### src/rtl/fetch_pkg.sv
// Shared definitions for the instruction fetch buffer: instruction width,
// instruction field layout and the fetch FSM state encoding.
package fetch_pkg;

  localparam int INST_W = 8;

  // Field order fixes the bit positions: op[7:6], src1[5:4], src2[3:2], dest[1:0].
  typedef struct packed {
    logic [1:0] op;
    logic [1:0] src1;
    logic [1:0] src2;
    logic [1:0] dest;
  } fetch_inst_t;

  typedef enum logic [1:0] {
    ST_IDLE  = 2'd0,
    ST_RUN   = 2'd1,
    ST_DRAIN = 2'd2
  } fetch_state_e;

endpackage

### src/rtl/fetch_fifo.sv
// Synchronous DEPTH-entry FIFO with full/empty flags, same-cycle push/pop
// and a synchronous clear that overrides both.
module fetch_fifo #(
  parameter int WIDTH = 12,
  parameter int DEPTH = 2
) (
  input  logic             i_clk,
  input  logic             i_rst_n,
  input  logic             i_clear,
  input  logic             i_push,
  input  logic             i_pop,
  input  logic [WIDTH-1:0] i_data,
  output logic [WIDTH-1:0] o_data,
  output logic             o_full,
  output logic             o_empty
);

  localparam int PTR_W = (DEPTH > 1) ? $clog2(DEPTH) : 1;

  logic [WIDTH-1:0] r_mem [DEPTH];
  logic [PTR_W-1:0] r_wr_ptr;
  logic [PTR_W-1:0] r_rd_ptr;
  logic [PTR_W:0]   r_count;
  logic             w_do_push;
  logic             w_do_pop;

  assign o_empty   = (r_count == '0);
  assign o_full    = (r_count == (PTR_W+1)'(DEPTH));
  assign w_do_pop  = i_pop && !o_empty;
  // A full FIFO still accepts a push when the head leaves in the same cycle.
  assign w_do_push = i_push && (!o_full || w_do_pop);
  assign o_data    = r_mem[r_rd_ptr];

  always_ff @(posedge i_clk or negedge i_rst_n) begin
    if (!i_rst_n) begin
      r_wr_ptr <= '0;
      r_rd_ptr <= '0;
      r_count  <= '0;
    end else if (i_clear) begin
      r_wr_ptr <= '0;
      r_rd_ptr <= '0;
      r_count  <= '0;
    end else begin
      if (w_do_push) r_wr_ptr <= r_wr_ptr + PTR_W'(1);
      if (w_do_pop)  r_rd_ptr <= r_rd_ptr + PTR_W'(1);
      case ({w_do_push, w_do_pop})
        2'b10:   r_count <= r_count + (PTR_W+1)'(1);
        2'b01:   r_count <= r_count - (PTR_W+1)'(1);
        default: r_count <= r_count;
      endcase
    end
  end

  always_ff @(posedge i_clk) begin
    if (w_do_push && !i_clear) r_mem[r_wr_ptr] <= i_data;
  end

endmodule

### src/rtl/inst_fetch_buffer.sv
// Instruction fetch buffer: walks program memory from PC 0 into a small FIFO
// feeding decode. Macro FETCH_LOOP_EN makes RUN wrap to PC 0 until flushed.
module inst_fetch_buffer
  import fetch_pkg::*;
#(
  parameter int ADDR_W = 4,
  parameter int DEPTH  = 2
) (
  input  logic              i_clk,
  input  logic              i_rst_n,
  input  logic              i_start,
  input  logic              i_flush,
  input  logic              i_load_we,
  input  logic [ADDR_W-1:0] i_load_addr,
  input  logic [INST_W-1:0] i_load_data,
  input  logic [ADDR_W:0]   i_prog_len,
  output logic [INST_W-1:0] o_inst,
  output logic              o_inst_valid,
  input  logic              i_inst_ready,
  output logic [ADDR_W-1:0] o_inst_pc,
  output logic              o_busy,
  output logic              o_done
);

  localparam int ENTRY_W = ADDR_W + INST_W;

  fetch_state_e        r_state;
  logic [ADDR_W-1:0]   r_pc;
  logic                r_done;
  logic [INST_W-1:0]   r_mem [2**ADDR_W];

  logic [ENTRY_W-1:0]  w_head;
  logic                w_full;
  logic                w_empty;
  logic                w_push;
  logic                w_pop;
  logic                w_last;

  assign o_inst_valid = !w_empty;
  assign w_pop        = !w_empty && i_inst_ready;
  assign w_push       = (r_state == ST_RUN) && (!w_full || w_pop);
  assign w_last       = ({1'b0, r_pc} == (i_prog_len - (ADDR_W+1)'(1)));
  assign o_inst       = o_inst_valid ? w_head[INST_W-1:0] : '0;
  assign o_inst_pc    = o_inst_valid ? w_head[ENTRY_W-1:INST_W] : '0;
  assign o_busy       = (r_state != ST_IDLE);
  assign o_done       = r_done;

  fetch_fifo #(
    .WIDTH (ENTRY_W),
    .DEPTH (DEPTH)
  ) u_fifo (
    .i_clk   (i_clk),
    .i_rst_n (i_rst_n),
    .i_clear (i_flush),
    .i_push  (w_push),
    .i_pop   (w_pop),
    .i_data  ({r_pc, r_mem[r_pc]}),
    .o_data  (w_head),
    .o_full  (w_full),
    .o_empty (w_empty)
  );

  // Program memory is deliberately left out of reset so a loaded program survives it.
  always_ff @(posedge i_clk) begin
    if (i_load_we && (r_state == ST_IDLE)) r_mem[i_load_addr] <= i_load_data;
  end

  always_ff @(posedge i_clk or negedge i_rst_n) begin
    if (!i_rst_n) begin
      r_state <= ST_IDLE;
      r_pc    <= '0;
      r_done  <= 1'b0;
    end else begin
      r_done <= 1'b0;
      if (i_flush) begin
        r_state <= ST_IDLE;
        r_pc    <= '0;
      end else begin
        case (r_state)
          ST_IDLE: begin
            if (i_start) begin
              r_pc <= '0;
              if (i_prog_len == '0) r_done  <= 1'b1;
              else                  r_state <= ST_RUN;
            end
          end
          ST_RUN: begin
            if (w_push) begin
              if (w_last) begin
`ifdef FETCH_LOOP_EN
                r_pc <= '0;
`else
                r_state <= ST_DRAIN;
`endif
              end else begin
                r_pc <= r_pc + ADDR_W'(1);
              end
            end
          end
          ST_DRAIN: begin
            if (w_empty) begin
              r_state <= ST_IDLE;
              r_done  <= 1'b1;
            end
          end
          default: r_state <= ST_IDLE;
        endcase
      end
    end
  end

endmodule

### config.mk
export PLATFORM = sky130hd
export DESIGN_NAME = inst_fetch_buffer
export DESIGN_NICKNAME = d
export VERILOG_FILES = /design/src/rtl/fetch_pkg.sv /design/src/rtl/fetch_fifo.sv /design/src/rtl/inst_fetch_buffer.sv
export SDC_FILE = /design/constraint.sdc
export NUM_CORES = 1
export LEC_CHECK = 0
export ABC_AREA = 1
export CORE_MARGIN = 1.5
export CORE_UTILIZATION = 30
export DETAILED_ROUTE_END_ITERATION = 12
export SYNTH_ARGS = -nofsm -noshare
export SYNTH_HDL_FRONTEND = slang
export SYNTH_SLANG_ARGS = --single-unit
export TNS_END_PERCENT = 1
### constraint.sdc
create_clock -name i_clk -period 2.5 [get_ports i_clk]
set_clock_uncertainty 0.15 [all_clocks]
set_input_delay 0.625 -clock i_clk [delete_from_list [all_inputs] [get_ports i_clk]]
set_output_delay 0.625 -clock i_clk [all_outputs]
set_load 0.02 [all_outputs]
### Yosys cells after proc, flatten, opt, wreduce, memory -nomap -nowiden

Memory sizes are Yosys's and may differ from the RTL's.
Cells that the tools add are included.

* $add $sub $neg: 6
* eq/ne operators: 12
* mux-type cells: 29
* reductions and logical operators: 21

Operator list (number)
* $mux W4: 5
* $mux W2: 7
* $mux W1: 12
* $ne A3 B3 Y1 const B: 4
* $mux W8: 1
* $pmux W4 S2: 1
* $eq A2 B2 Y1 const B: 3
* $logic_and A1 B1 Y1: 6
* $ne A3 B2 Y1 const B: 2
* $pmux W2 S3: 1
* $reduce_bool A2 Y1: 3
* $reduce_bool A3 Y1: 2
* $eq A4 B5 Y1: 1
* $logic_not A5 Y1: 1
* $reduce_and A5 Y1: 1
* $sub A5 B1 Y5 const B: 1
* $add A4 B1 Y4 const B: 1
* $eq A2 B1 Y1 const B: 2
* $logic_not A2 Y1: 2
* $pmux W2 S2: 1
* $reduce_and A4 Y1: 1
* $logic_not A1 Y1: 3
* $add A1 B1 Y1 const B: 2
* $add A2 B1 Y2 const B: 1
* 3 further kinds: 4

* flip-flop bits (word level): 11
* RAM bits: 152
* input port bits: 23
* output and inout port bits: 15
* logic and storage cells: 76
* memories kept: 2

Memories
* r_mem: depth 16, bits a word 8, rd ports 1, clocked after Yosys merged registers in 0, write ports 1, line inst_fetch_buffer.sv:30 `logic [INST_W-1:0] r_mem [2**ADDR_W];`
* u_fifo.r_mem: depth 2, bits a word 12, rd ports 1, clocked after Yosys merged registers in 0, write ports 1, line fetch_fifo.sv:20 `logic [WIDTH-1:0] r_mem [DEPTH];`

### Logic depth before layout (Yosys ltp)

* depth in word-level cells: 9
* depth in mapped cells: 12
* depth with buffers taken out: 12

### Modules after synthesis

From an unflattened synthesis, not the netlist that was laid out.

* cell total of the unflattened synthesis: 635
* area total of the unflattened synthesis: 7025.5 sq um

Modules (own cells, without submodules)
* inst_fetch_buffer: times used 1, cells each 534, area each 5899.4 sq um, seq. area each 4018.9 sq um
* fetch_fifo: times used 1, cells each 101, area each 1126.1 sq um, seq. area each 820.8 sq um

### Least setup slack after synthesis

OpenSTA, ideal clock, no wires.

* path kind: input-to-reg
* start: in i_inst_ready
* end: mem u_fifo.r_mem[0][0], enable pin
* arrival: 1485 ps
* path slack: 485 ps
* stages on the path: 6
* cell sequence: inv_1 nand3_1 nand2_1 inv_1 nand2_1 nor2_1

* cells in the longest elaborated chain, start to end: 7
* elaborated cells between the ends (all ways): 9

RTL lines
* start: declaration: line inst_fetch_buffer.sv:19 `input logic i_inst_ready,`
* $logic_and A1 B1 Y1 *: line inst_fetch_buffer.sv:40 `assign w_pop = !w_empty && i_inst_ready;`
* $logic_or A1 B1 Y1 or $logic_and A1 B1 Y1 (tied branches): line inst_fetch_buffer.sv:41, fetch_fifo.sv:29
* $logic_and A1 B1 Y1 or $logic_or A1 B1 Y1 (tied branches): line inst_fetch_buffer.sv:41, fetch_fifo.sv:31
* $logic_and A1 B1 Y1 *: line fetch_fifo.sv:31 `assign w_do_push = i_push && (!o_full || w_do_pop);`
* $logic_and A1 B1 Y1 *: line fetch_fifo.sv:55 `if (w_do_push && !i_clear) r_mem[r_wr_ptr] <= i_data;`
* $mux W1 *: line fetch_fifo.sv:55
* $mux W1 (implied by the code) *: line fetch_fifo.sv:55
* end: declaration: line fetch_fifo.sv:20

Mark *: on every way between the ends. The rest lies on a longest branch, timed or not.

### Final worst setup path

* start: reg u_fifo.r_rd_ptr
* end: out o_inst_pc[3]

* cells in the longest elaborated chain, start to end: 2

RTL lines
* start: declaration: line fetch_fifo.sv:22 `logic [PTR_W-1:0] r_rd_ptr;`
* start signal: assignment: line fetch_fifo.sv:45 `if (w_do_pop) r_rd_ptr <= r_rd_ptr + PTR_W'(1);`
* $mem_v2 Z2 W12
* $mux W4: line inst_fetch_buffer.sv:44 `assign o_inst_pc = o_inst_valid ? w_head[ENTRY_W-1:INST_W] : '0;`
* end: declaration: line inst_fetch_buffer.sv:20 `output logic [ADDR_W-1:0] o_inst_pc,`

Every way passes these cells.

==> flow_summary.toml <==
[run_status]
status = "finished clean"

[sta]
setup_viol = 0
fmax_mhz = 419
worst_pin_slew_ns = 0.944
finalMaxSlewViolations = 0
rsz0062_at_grt = "false"
fin_crit_ns = 2.39
max_slew_margin_pct = 36.9
tns_ns = 0
finalHoldViolCount = 0
setup_ws_ns = 0.113
fin_crit_sh_pct = 95.5

[die]
io-pin-count = 38
fp.dieArea_sq_um = 23700
die_w_um = 154
core_area_sq_um = 22500
rows = 55
start_util_pct = 30.4
die_h_um = 154

[yosys]
ys_seq_area_share_pct = 70.6
syn-cell-area_sq_um = 6850
yosysUniqueCellTypes = 27
avgSynthCellArea_sq_um = 11.6
synth_nets = 617
ys_ff_latch = 163
yosysWarnings = 0
syn_inst = 592

[finish]
final_cell_mix = "edfxtp_1, nor2_1, nand2_1"
postLayoutCellArea_sq_um = 8350
final_nets = 691
finalNonFillerCells = 964
num-fill-cells = 2128
area_growth_pct = 21.8
antennaDiodeCount = 0
drive_above_1_share_pct = 13.8
final_common_cell = "edfxtp_1"

[setup_path]
timing.rr.end = "u_fifo.r_mem[1][1]"
end_kind = "output port"
reg2reg_slack_ns = 0.49
required_ns = 1.73
worstPathArrival_ns = 1.61
reg2regPathDepth = 5
cp-start-kind = "flip-flop"
critical_path_class = "reg2out"
regToRegStartpoint = "r_state[1]"
worst-path-max-fanout = 14

[run]
cap_violations = 0

[hold_path]
min_delay_path_depth = 1
min_path_type = "reg2reg"
worstHoldStart = "u_fifo.r_wr_ptr"
whs_endpoint = "u_fifo.r_wr_ptr"

[power]
power_mw = 7.52
ir_worst_vdd_v = 0.000407
p_sw_share_pct = 31.0
pwr-share-comb_pct = 25.0
power_density_nw_per_um2 = 901
p_seq_share_pct = 43.3
p_int_mw = 5.18
switching_power_mw = 2.33
p_leak_nw = 2.95
clock_power_share_pct = 31.7

[cts]
cts_made_buffers = 17
h-tree-depth = 4
cts_setup_buffers = 0
clk_pin_slew_worst_paths_ns = 0.06
clock_path_buffers = 2
cts_root_buf = "clkbuf_16"
holdBufCountCts = 0
clock_latency_ns = 0.43
cts.sinks = 163
cts_tree = "yes"

[drt]
vias = 4555
via_per_inst = 4.73
ant_nets = 0
routed_wl_um = 15300
wire_per_inst_um = 15.9
drc = 0
drt_first_pass_iters = 5
drtIter0Drc = 398

[global_routing]
grt_pass1_vias = 4280
grt_antenna_before_repair = 0
track_usage_pct = 13.6
grt_max_degree = 55
grt_overflow = 0
grt_pass1_wl_um = 24000

[placement]
pre_cts_ws_ns = -0.0587
dp_hpwl_um = 9870
dpl_cell_area_sq_um = 7800
placed_cells_incl_taps = 932
io_buffers = 37
place_congestion = 0.767
==> power groups by stage <==
stage / clock network (mW) / logic (mW) / registers (mW)
3_5_place_dp: 0 / 1.94 / 3.31
3_3_place_gp: 0 / 1.92 / 3.31
2_1_floorplan: 0 / 1.17 / 3.29
4_1_cts: 2.43 / 1.90 / 3.25
5_1_grt: 2.54 / 2.10 / 3.27
6_report: 2.38 / 1.88 / 3.26
==> metal layers <==
layer | vias to the layer above | GRT usage [%] | share of wire (%)
met2 | 116 | 21.1 | 46
met3 | 11 | 3.47 | 5.3
met4 | 0 | 4.16 | 0.94
met5 | - | 0 | 0
li1 | 2246 | - | -
met1 | 2182 | 18.8 | 47
==> final cells by class <==
cell class	count	area (sq um)	share of cell area, %
tap	285	357	4.27
inverter	29	113	1.35
sequential	163	4840	58.0
clock inverter	13	111	1.33
multi-input combinational	372	1750	20.9
timing repair buffer	83	743	8.91
clock buffer	19	433	5.19
==> stage by stage <==
stage               util, %  hold slack [ns]
floorplan                 -            0.179
global placement       34.7            0.326
detailed placement     34.7            0.336
CTS                    37.1            0.345
global route           37.1            0.367
finish                 37.1            0.345
==> logic make-up (layout without fill, tap and decap cells) <==
| logic type | after synthesis | after routing | share of synthesized area (%) |
|---|---|---|---|
| flops | 163 | 163 | 70.6 |
| buf+inv | 57 | 144 | 3.93 |
| compound gates | 127 | 127 | 10.5 |
| xor+xnor | 1 | 1 | 0.128 |
| fa+ha+maj | 2 | 2 | 0.365 |
| simple gates | 242 | 242 | 14.4 |
==> sequential cells by signal, summed over array words and instances (netlist names) <==
signal / cells
u_fifo.r_count: 2
r_mem: 128
u_fifo.r_rd_ptr: 1
r_pc: 4
u_fifo.r_mem: 24
u_fifo.r_wr_ptr: 1
o_done: 1
r_state: 2
==> worst max-delay path by stage <==
stage | cells past startpoint | slack [ns] | to | from
2_1_floorplan | 6 | 0.48 | u_fifo.r_mem[0][0] | i_inst_ready
3_3_place_gp | 5 | -0.1 | u_fifo.r_mem[1][0] | i_inst_ready
3_5_place_dp | 5 | -0.06 | u_fifo.r_mem[1][0] | i_inst_ready
4_1_cts | 3 | -0.009 | o_inst_valid | u_fifo.r_count[1]
5_1_grt | 4 | 0.004 | o_inst_pc[3] | u_fifo.r_rd_ptr
6_report | 4 | 0.11 | o_inst_pc[3] | u_fifo.r_rd_ptr
==> critical path, cell delays in order (launching register included) <==
cell and delay [ns]:
dfrtp_1 0.39, buf_4 0.21, nand2_1 0.07, a21oi_1 0.17, dlygate4sd2_1 0.35
==> what timing repair did <==
item	CTS	global route
resized for setup	14	11
setup endpoints to repair	12	14
hold endpoints to repair	0	0
==> Yosys cell counts <==
cell type	instances	area, sq um
a21oi_1	15	75.1
buf_1	2	7.51
buf_2	8	40.0
buf_4	2	15.0
buf_6	5	56.3
clkbuf_1	11	41.3
clkinv_1	2	7.51
dfrtp_1	11	275
edfxtp_1	152	4560
ha_1	2	25.0
inv_1	25	93.8
inv_2	2	7.51
nand2_1	80	300
nand3_1	22	110
nand3_2	1	10.0
nand4_1	6	37.5
nor2_1	120	450
nor2_2	9	56.3
nor3_1	2	10.0
nor4_1	1	6.26
o211ai_1	32	240
o21ai_0	69	345
o21ai_1	9	45.0
o22ai_1	1	6.26
o32ai_1	1	8.76
or2_2	1	6.26
xor2_1	1	8.76
(Power assumes the default switching activity.)
